$ cat src/rtl/pipe_exe_muldiv.sv
// pipe_exe_muldiv: EXE-stage multiply/divide unit owning HI/LO; pipelined MULT/MULTU,
// restoring DIV/DIVU (one quotient bit per cycle), single-cycle MTHI/MTLO.
module pipe_exe_muldiv #(
    parameter int WIDTH   = 32,
    parameter int MUL_LAT = 2
) (
    input  logic             clk_i,
    input  logic             rst_ni,
    input  logic             start_i,
    input  logic [2:0]       op_i,
    input  logic [WIDTH-1:0] a_i,
    input  logic [WIDTH-1:0] b_i,
    input  logic             flush_i,
    output logic             busy_o,
    output logic             stall_req_o,
    output logic             done_o,
    output logic [WIDTH-1:0] hi_o,
    output logic [WIDTH-1:0] lo_o
);
    localparam logic [1:0] S_IDLE = 2'd0;
    localparam logic [1:0] S_MUL  = 2'd1;
    localparam logic [1:0] S_DIV  = 2'd2;
    localparam logic [1:0] S_FIX  = 2'd3;
    localparam int CW = $clog2(WIDTH);

    logic [1:0]         state_q, state_d;
    logic [CW-1:0]      cnt_q, cnt_d;
    logic [WIDTH-1:0]   hi_q, hi_d, lo_q, lo_d;
    logic [WIDTH-1:0]   rem_q, rem_d, quo_q, quo_d, dvs_q, dvs_d, a_q, a_d;
    logic               neg_q, neg_d, rneg_q, rneg_d, dz_q, dz_d, done_q, done_d;
    logic [2*WIDTH-1:0] pipe_q [MUL_LAT];
    logic [2*WIDTH-1:0] prod;
    logic [WIDTH:0]     sh, diff;
    logic [WIDTH-1:0]   a_abs, b_abs;
    logic               is_mul, is_div, a_neg, b_neg, fit;

    assign is_mul      = (op_i[2:1] == 2'b00);
    assign is_div      = (op_i[2:1] == 2'b01);
    assign a_neg       = ~op_i[0] & a_i[WIDTH-1];
    assign b_neg       = ~op_i[0] & b_i[WIDTH-1];
    assign a_abs       = a_neg ? -a_i : a_i;
    assign b_abs       = b_neg ? -b_i : b_i;
    // Sign-extending to 2*WIDTH lets one unsigned multiplier serve both MULT and MULTU.
    assign prod        = {{WIDTH{a_neg}}, a_i} * {{WIDTH{b_neg}}, b_i};
    assign sh          = {rem_q, quo_q[WIDTH-1]};
    assign diff        = sh - {1'b0, dvs_q};
    assign fit         = ~diff[WIDTH];
    assign busy_o      = (state_q != S_IDLE);
    assign stall_req_o = busy_o | (start_i & ~op_i[2]);
    assign done_o      = done_q;
    assign hi_o        = hi_q;
    assign lo_o        = lo_q;

    always_comb begin
        state_d = state_q;
        cnt_d   = cnt_q;
        hi_d    = hi_q;
        lo_d    = lo_q;
        rem_d   = rem_q;
        quo_d   = quo_q;
        dvs_d   = dvs_q;
        a_d     = a_q;
        neg_d   = neg_q;
        rneg_d  = rneg_q;
        dz_d    = dz_q;
        done_d  = 1'b0;
        if (flush_i) begin
            state_d = S_IDLE;
        end else begin
            case (state_q)
                S_IDLE: if (start_i) begin
                    if (is_mul) begin
                        state_d = S_MUL;
                        cnt_d   = CW'(MUL_LAT - 1);
                    end
                    if (is_div) begin
                        state_d = S_DIV;
                        cnt_d   = CW'(WIDTH - 1);
                        rem_d   = '0;
                        quo_d   = a_abs;
                        dvs_d   = b_abs;
                        a_d     = a_i;
                        neg_d   = a_neg ^ b_neg;
                        rneg_d  = a_neg;
                        dz_d    = (b_i == '0);
                    end
                    if (op_i == 3'd4) hi_d = a_i;
                    if (op_i == 3'd5) lo_d = a_i;
                end
                S_MUL: begin
                    cnt_d = cnt_q - 1'b1;
                    if (cnt_q == '0) begin
                        {hi_d, lo_d} = pipe_q[MUL_LAT-1];
                        done_d       = 1'b1;
                        state_d      = S_IDLE;
                    end
                end
                S_DIV: begin
                    rem_d   = fit ? diff[WIDTH-1:0] : sh[WIDTH-1:0];
                    quo_d   = {quo_q[WIDTH-2:0], fit};
                    cnt_d   = cnt_q - 1'b1;
                    state_d = (cnt_q == '0) ? S_FIX : S_DIV;
                end
                default: begin
                    lo_d    = dz_q ? '1 : (neg_q ? -quo_q : quo_q);
                    hi_d    = dz_q ? a_q : (rneg_q ? -rem_q : rem_q);
                    done_d  = 1'b1;
                    state_d = S_IDLE;
                end
            endcase
        end
    end

    always_ff @(posedge clk_i or negedge rst_ni) begin
        if (!rst_ni) begin
            state_q <= S_IDLE;
            cnt_q   <= '0;
            hi_q    <= '0;
            lo_q    <= '0;
            rem_q   <= '0;
            quo_q   <= '0;
            dvs_q   <= '0;
            a_q     <= '0;
            neg_q   <= 1'b0;
            rneg_q  <= 1'b0;
            dz_q    <= 1'b0;
            done_q  <= 1'b0;
        end else begin
            state_q <= state_d;
            cnt_q   <= cnt_d;
            hi_q    <= hi_d;
            lo_q    <= lo_d;
            rem_q   <= rem_d;
            quo_q   <= quo_d;
            dvs_q   <= dvs_d;
            a_q     <= a_d;
            neg_q   <= neg_d;
            rneg_q  <= rneg_d;
            dz_q    <= dz_d;
            done_q  <= done_d;
        end
    end

    // Product enters at the accept edge and reaches the last stage MUL_LAT-1 edges later.
    always_ff @(posedge clk_i or negedge rst_ni) begin
        if (!rst_ni) begin
            for (int k = 0; k < MUL_LAT; k++) pipe_q[k] <= '0;
        end else begin
            pipe_q[0] <= prod;
            for (int k = 1; k < MUL_LAT; k++) pipe_q[k] <= pipe_q[k-1];
        end
    end
endmodule

$ cat config.mk
export PLATFORM = sky130hd
export DESIGN_NAME = pipe_exe_muldiv
export DESIGN_NICKNAME = d
export VERILOG_FILES = /design/src/rtl/pipe_exe_muldiv.sv
export SDC_FILE = /design/constraint.sdc
export NUM_CORES = 2
export LEC_CHECK = 0
export BUFFER_PORTS_ARGS = -buffer_cell sky130_fd_sc_hd__buf_2
export CORE_UTILIZATION = 45
export CTS_CLUSTER_DIAMETER = 30
export DETAILED_ROUTE_END_ITERATION = 12
export PLACE_DENSITY = 0.7
export SLEW_MARGIN = 40
export SYNTH_ARGS = -nofsm -noshare
export SYNTH_HDL_FRONTEND = slang
export SYNTH_SLANG_ARGS = --single-unit
$ cat constraint.sdc
create_clock -name clk_i -period 3.8 [get_ports clk_i]
set_clock_uncertainty 0.15 [all_clocks]
set_input_delay 0.19 -clock clk_i [delete_from_list [all_inputs] [get_ports clk_i]]
set_output_delay 0.19 -clock clk_i [all_outputs]
set_load 0.03 [all_outputs]
## After elaboration in Yosys (flattened, before gate mapping)

Cells that the tools add are included.

- Output and inout port bits: 67
- Logic and storage cells: 95
- Bits of input ports: 71
- Bits in registers: 331

- Equality and inequality tests: 14
- Add/sub/neg operators: 6
- Mux-type cells: 35
- Multiply operators: 1
- Bitwise gates (word level): 10
- Reductions and logical operators: 15

Operators with widths:

| cell | number |
|---|---|
| $mux W32 | 17 |
| $pmux W32 S3 | 2 |
| $neg A32 Y32 | 4 |
| $pmux W32 S2 | 2 |
| $mul A33 B33 Y64 | 1 |
| $sub A33 B32 Y33 | 1 |
| $logic_not A32 Y1 | 1 |
| $mux W5 | 3 |
| $reduce_and A4 Y1 | 3 |
| $mux W2 | 5 |
| $ne A2 B2 Y1 const B | 5 |
| $pmux W5 S2 | 1 |
| $reduce_and A5 Y1 | 2 |
| $ne A3 B3 Y1 const B | 3 |
| $eq A3 B3 Y1 const B | 2 |
| $pmux W2 S3 | 1 |
| $reduce_bool A2 Y1 | 3 |
| $logic_not A5 Y1 | 1 |
| $not A1 Y1 | 5 |
| $sub A5 B1 Y5 const B | 1 |
| $eq A2 B1 Y1 const B | 2 |
| $logic_not A2 Y1 | 2 |
| $ne A4 B4 Y1 const B | 1 |
| $reduce_or A2 Y1 | 2 |
| other kinds (7) | 11 |

## Logic depth before layout (Yosys ltp)

- Word-level depth: 6
- Gate-level depth with buffers: 32
- Gate-level depth less buffers: 28

## Worst setup path before layout

No wires, ideal clock.

- Path kind: input port to flip-flop
- Start: input port op_i[0]
- End: register pipe_q[127] in the netlist's numbering
- Slack: -4.795 ns
- Cell stages on the path: 28
- Library setup time: 0.080 ns
- Required time: 3.570 ns
- Arrival time: 8.365 ns
- Path through: clkbuf_1 -> nor2b_1 -> clkbuf_1 -> clkbuf_1 -> clkbuf_1 -> nand2_1 -> inv_1 -> fa_1 -> fa_1 -> fa_1 -> inv_1 -> fa_1 -> inv_1 -> fa_1 -> fa_1 -> inv_1 -> fa_1 -> fa_1 -> inv_1 -> ha_1 -> and3_1 -> and2_1 -> a221o_1 -> a21oi_1 -> o211ai_1 -> a31o_2 -> a21oi_1 -> xnor2_1

- Word-level cells in the longest chain between the ends: 3

Ends and longest elaborated chain:

| what | line | RTL |
|---|---|---|
| start, declared | 10 | `input logic [2:0] op_i,` |
| $not A1 Y1 * | 39, 40 |  |
| $and A1 B1 Y1 (on tied branches) | 39, 40 |  |
| $mul A33 B33 Y64 * | 44 | `assign prod = {{WIDTH{a_neg}}, a_i} * {{WIDTH{b_neg}}, b_i};` |
| via prod[63] | 32 | `logic [2*WIDTH-1:0] prod;` |
| end, declared | 31 | `logic [2*WIDTH-1:0] pipe_q [MUL_LAT];` |

The timed path passes the listed nets; every way through them passes the cells marked *.
A chain may end at the register's enable or synchronous reset.

## Worst setup path after layout

- Start: input port b_i[3]
- End: register pipe_q[127] in the netlist's numbering

- Word-level cells in the longest chain between the ends: 1

Ends and longest elaborated chain:

| what | line | RTL |
|---|---|---|
| start, declared | 12 | `input logic [WIDTH-1:0] b_i,` |
| $mul A33 B33 Y64 | 44 |  |
| via prod[63] | 32 |  |

The timed path passes the listed nets, and every way through them passes these cells.

==> results.txt <==
- The detail route stage leaves a number of antenna-violating nets equal to 0.
* CTS tree: yes
- Global-route wire length before repair: 271000 um
* Required time of the worst setup path: 4.16 ns
* Worst hold path class: primary input to flip-flop
- Number of global-route vias before repair: 46.3k
- Critical path peak fanout: 16
* Mapped cell area: 54400 um^2
- In the finished design, the share of the clock period the worst path needs comes to 182%.
* # IOs: 138
* Sink of the worst hold path: dvs_q[12]
- The endpoint identified for the worst register-to-register timing path is hi_o[24].
* Port bufs: 137
- Via count: 44.1k
* Initial Utilization: 45.4%
* Count of flip-flops with a built-in enable after synthesis: 0
- Yosys warning count: 0
* Estimated wirelength of the detail-placed design: 141000 um
- DP Cell Count: 7979
* Number of instances in the synthesized netlist: 5999
- Startpoint of the most critical register-to-register path: rem_q[0]
- Total congestion overflow: 0
* Number of nets produced by synthesis: 7448
* Largest net degree at the start of global routing: 97
- TritonCTS Buffers: 51
* # setup viols final: 56
* Detail-routed via count per cell: 5.39
* H-tree lvl count: 2
- The number of hold-slack violations in the final timing report came to 0.
- Weighted congestion reported at the end of routability-driven placement: 0.980
* Number of remaining DRC errors: 0
* Share of the synthesized area in the top cell type: 41.4%
- At the later pin of the worst-skew pair, clock insertion delay measures 0.59 ns.
- Sequential cells were found to cover 15.2% of the synthesized design area.
- Distinct cell type count after synthesis: 73
* Unrepaired setup endpoints after global routing: yes
- In the synthesized netlist the async set-or-reset flop fraction comes to 100%.
* Die area: 122000 um^2
* Synthesized flop and latch total: 331
- After floorplanning, the core was divided into 127 placement rows.
* Finished Layout Cells: 8184
- Fraction of layout instances using a drive strength above 1: 19.8%
- Routed wire length: 174000 um
- Antenna violations before repair: 7
* Critical Path Start Type: primary input
- Min-delay src: b_i[12]
* Number of violations of the max-capacitance limit: 0
- Synth Flop Type: sky130_fd_sc_hd__dfrtp_1
- Post-synthesis area per instance: 9.07 um^2
- Post-synth top area cell: sky130_fd_sc_hd__fa_1
- STA puts the critical path data arrival time at 7.28 ns.
* Max-slew violations: 0
- Width of the die: 350 um
- Standard cell core area: 120000 um^2
- After detailed routing, the average wire length per cell comes to 21.2 um.
- Static timing analysis puts the maximum clock frequency at 144 MHz.
- The worst setup path is of the primary input to flip-flop kind.
- Slew HR: 47.4%
* Clock root buffer: sky130_fd_sc_hd__clkbuf_16
- NumNets Final: 7976
* Violation count after the first detailed-routing iteration: 3992
* CTS Sinks: 331
- Most instantiated library cell after synthesis: sky130_fd_sc_hd__inv_1
- Leading post-synthesis cells by cell area: sky130_fd_sc_hd__fa_1 41%, sky130_fd_sc_hd__dfrtp_1 15%, sky130_fd_sc_hd__inv_1 7.8%
- R2R cell count: 12
- The run finished, with violations left.
- Commonest cells post-synth: 1137 x sky130_fd_sc_hd__inv_1, 1126 x sky130_fd_sc_hd__fa_1, 1026 x sky130_fd_sc_hd__nand2_1
- Clock transition at the register clock pins on the worst setup and hold paths after CTS: 0.06 ns
- After layout, the worst setup slack is -3.12 ns.
- Hold path depth: 4
* Kind of end point of the critical path: flip-flop
* Worst-case clock buffer depth: 3
- Worst reg-to-reg setup slack: 0.09 ns
- Worst-margin pin slew: 0.789 ns
- Global routing consumed, over all layers together, 28.9% of the routing resources.
- Final Core Density: 55.5%
- From synthesis to final layout, the design area changed by 22.4%.
- In this run the vertical extent of the chip is 350 um.
- Crit path time final: 6.92 ns
* Number of optimization iterations in the first detailed-route pass: 6
- Failing checks: setup timing
==> worst max-delay path, stage by stage <==
cell	delay [ns]
sky130_fd_sc_hd__buf_4	0.29
sky130_fd_sc_hd__buf_6	0.21
sky130_fd_sc_hd__nand2_4	0.05
sky130_fd_sc_hd__inv_2	0.05
sky130_fd_sc_hd__fa_1	0.45
sky130_fd_sc_hd__fa_2	0.51
sky130_fd_sc_hd__fa_2	0.63
sky130_fd_sc_hd__clkinv_4	0.11
sky130_fd_sc_hd__buf_4	0.16
sky130_fd_sc_hd__fa_1	0.48
sky130_fd_sc_hd__inv_1	0.06
sky130_fd_sc_hd__fa_1	0.49
sky130_fd_sc_hd__fa_2	0.60
sky130_fd_sc_hd__fa_1	0.43
sky130_fd_sc_hd__fa_1	0.45
sky130_fd_sc_hd__ha_1	0.35
sky130_fd_sc_hd__nand2_2	0.12
sky130_fd_sc_hd__nor2_1	0.06
sky130_fd_sc_hd__a221oi_2	0.21
sky130_fd_sc_hd__o21ai_1	0.10
sky130_fd_sc_hd__a221o_1	0.36
sky130_fd_sc_hd__a21oi_4	0.20
sky130_fd_sc_hd__o211ai_1	0.14
sky130_fd_sc_hd__a31o_2	0.27
sky130_fd_sc_hd__a21oi_2	0.16
sky130_fd_sc_hd__xnor2_1	0.13
==> cell families after synthesis <==
| group | after synthesis | synth area share, % |
|---|---|---|
| AOI/OAI and AO/OA | 731 | 8.22 |
| and+or+nand+nor | 1825 | 15.2 |
| adders and majority gates | 1378 | 47.2 |
| buffers and inverters | 1503 | 10.4 |
| xor gates and xnor gates | 210 | 3.38 |
| muxes | 21 | 0.386 |
| DFF | 331 | 15.2 |
==> flip-flops by register name, indices dropped and copies added (netlist names) <==
signal   count
dz_q         1
cnt_q        5
quo_q       32
rneg_q       1
done_o       1
a_q         32
hi_o        32
neg_q        1
lo_o        32
state_q      2
dvs_q       32
rem_q       32
pipe_q     128
==> routing by layer <==
| metal | routed length (um) | part of all wire, % | track usage, % | vias up |
|---|---|---|---|---|
| li1 | - | - | - | 19193 |
| met5 | 32 | 0.018 | 0 | - |
| met2 | 78600 | 45 | 45.2 | 2072 |
| met4 | 7310 | 4.2 | 10.5 | 4 |
| met1 | 70800 | 41 | 40.1 | 22455 |
| met3 | 17100 | 9.8 | 5.67 | 352 |
==> repair_timing <==
item,in CTS,in global routing
pin swaps,121,67
gates cloned,3,0
hold buffers,23,0
gates resized for setup,338,168
hold endpoints to repair,107,0
buffers inserted,62,20
setup endpoints to repair,59,92
==> cell type report <==
cell class                 instances  area [um^2]
clock buffer                      59         1360
antenna                            3         7.51
clock inverter                    36          499
fill                           10223        53400
sequential                       331         8290
tap                             1612         2020
multi-input combinational       4165        42500
inverter                        1138         4290
timing repair buffer             840         7620
==> cells in the final DEF, fill, tap and decap left out, drive strengths merged, types with 9 or more instances in the layout <==
cell,count
inv,1150
fa,1126
nand2,1026
buf,812
and2,365
dfrtp,331
o21ai,256
ha,252
nor2,235
a21oi,202
xnor2,138
xor2,72
clkbuf,62
a221oi,49
a21o,44
nor3,39
nand2b,26
nor2b,25
or3,25
o31ai,24
dlygate4sd3,23
mux2i,21
nand3,21
a31oi,19
o21a,16
a211oi,14
a22o,13
o41ai,13
or4,12
nor4,12
o21bai,11
nand4,10
clkinv,10
a22oi,9
a21boi,9
==> worst max-delay path by stage <==
stage            start     endpoint  slack (ns)  depth (start not counted)
6_report        b_i[3]  pipe_q[127]       -3.12                         26
5_1_grt         b_i[9]  pipe_q[127]       -3.29                         26
4_1_cts        a_i[31]  pipe_q[127]       -3.04                         27
3_5_place_dp   op_i[0]  pipe_q[126]       -4.11                         27
3_3_place_gp    b_i[3]  pipe_q[126]       -4.01                         27
2_1_floorplan  op_i[0]  pipe_q[127]       -3.66                         29
==> per-stage QoR <==
stage / area [um^2] / TNS (ns) / worst slack (ns) / hold WS, ns
after detailed placement: 61700 / -182.28 / -4.11 / 0.0768
after global placement: 61700 / -179.22 / -4.01 / 0.0715
after CTS: 65800 / -134.92 / -3.04 / 0.00302
final: 66600 / -138.50 / -3.12 / 0.00462
after floorplan: 56300 / -141.60 / -3.66 / -0.256
after global routing: 66600 / -149.08 / -3.29 / 0.0214
Power is not shown: default switching activity piles up to over one toggle a cycle in this logic, so the estimate is an artifact.
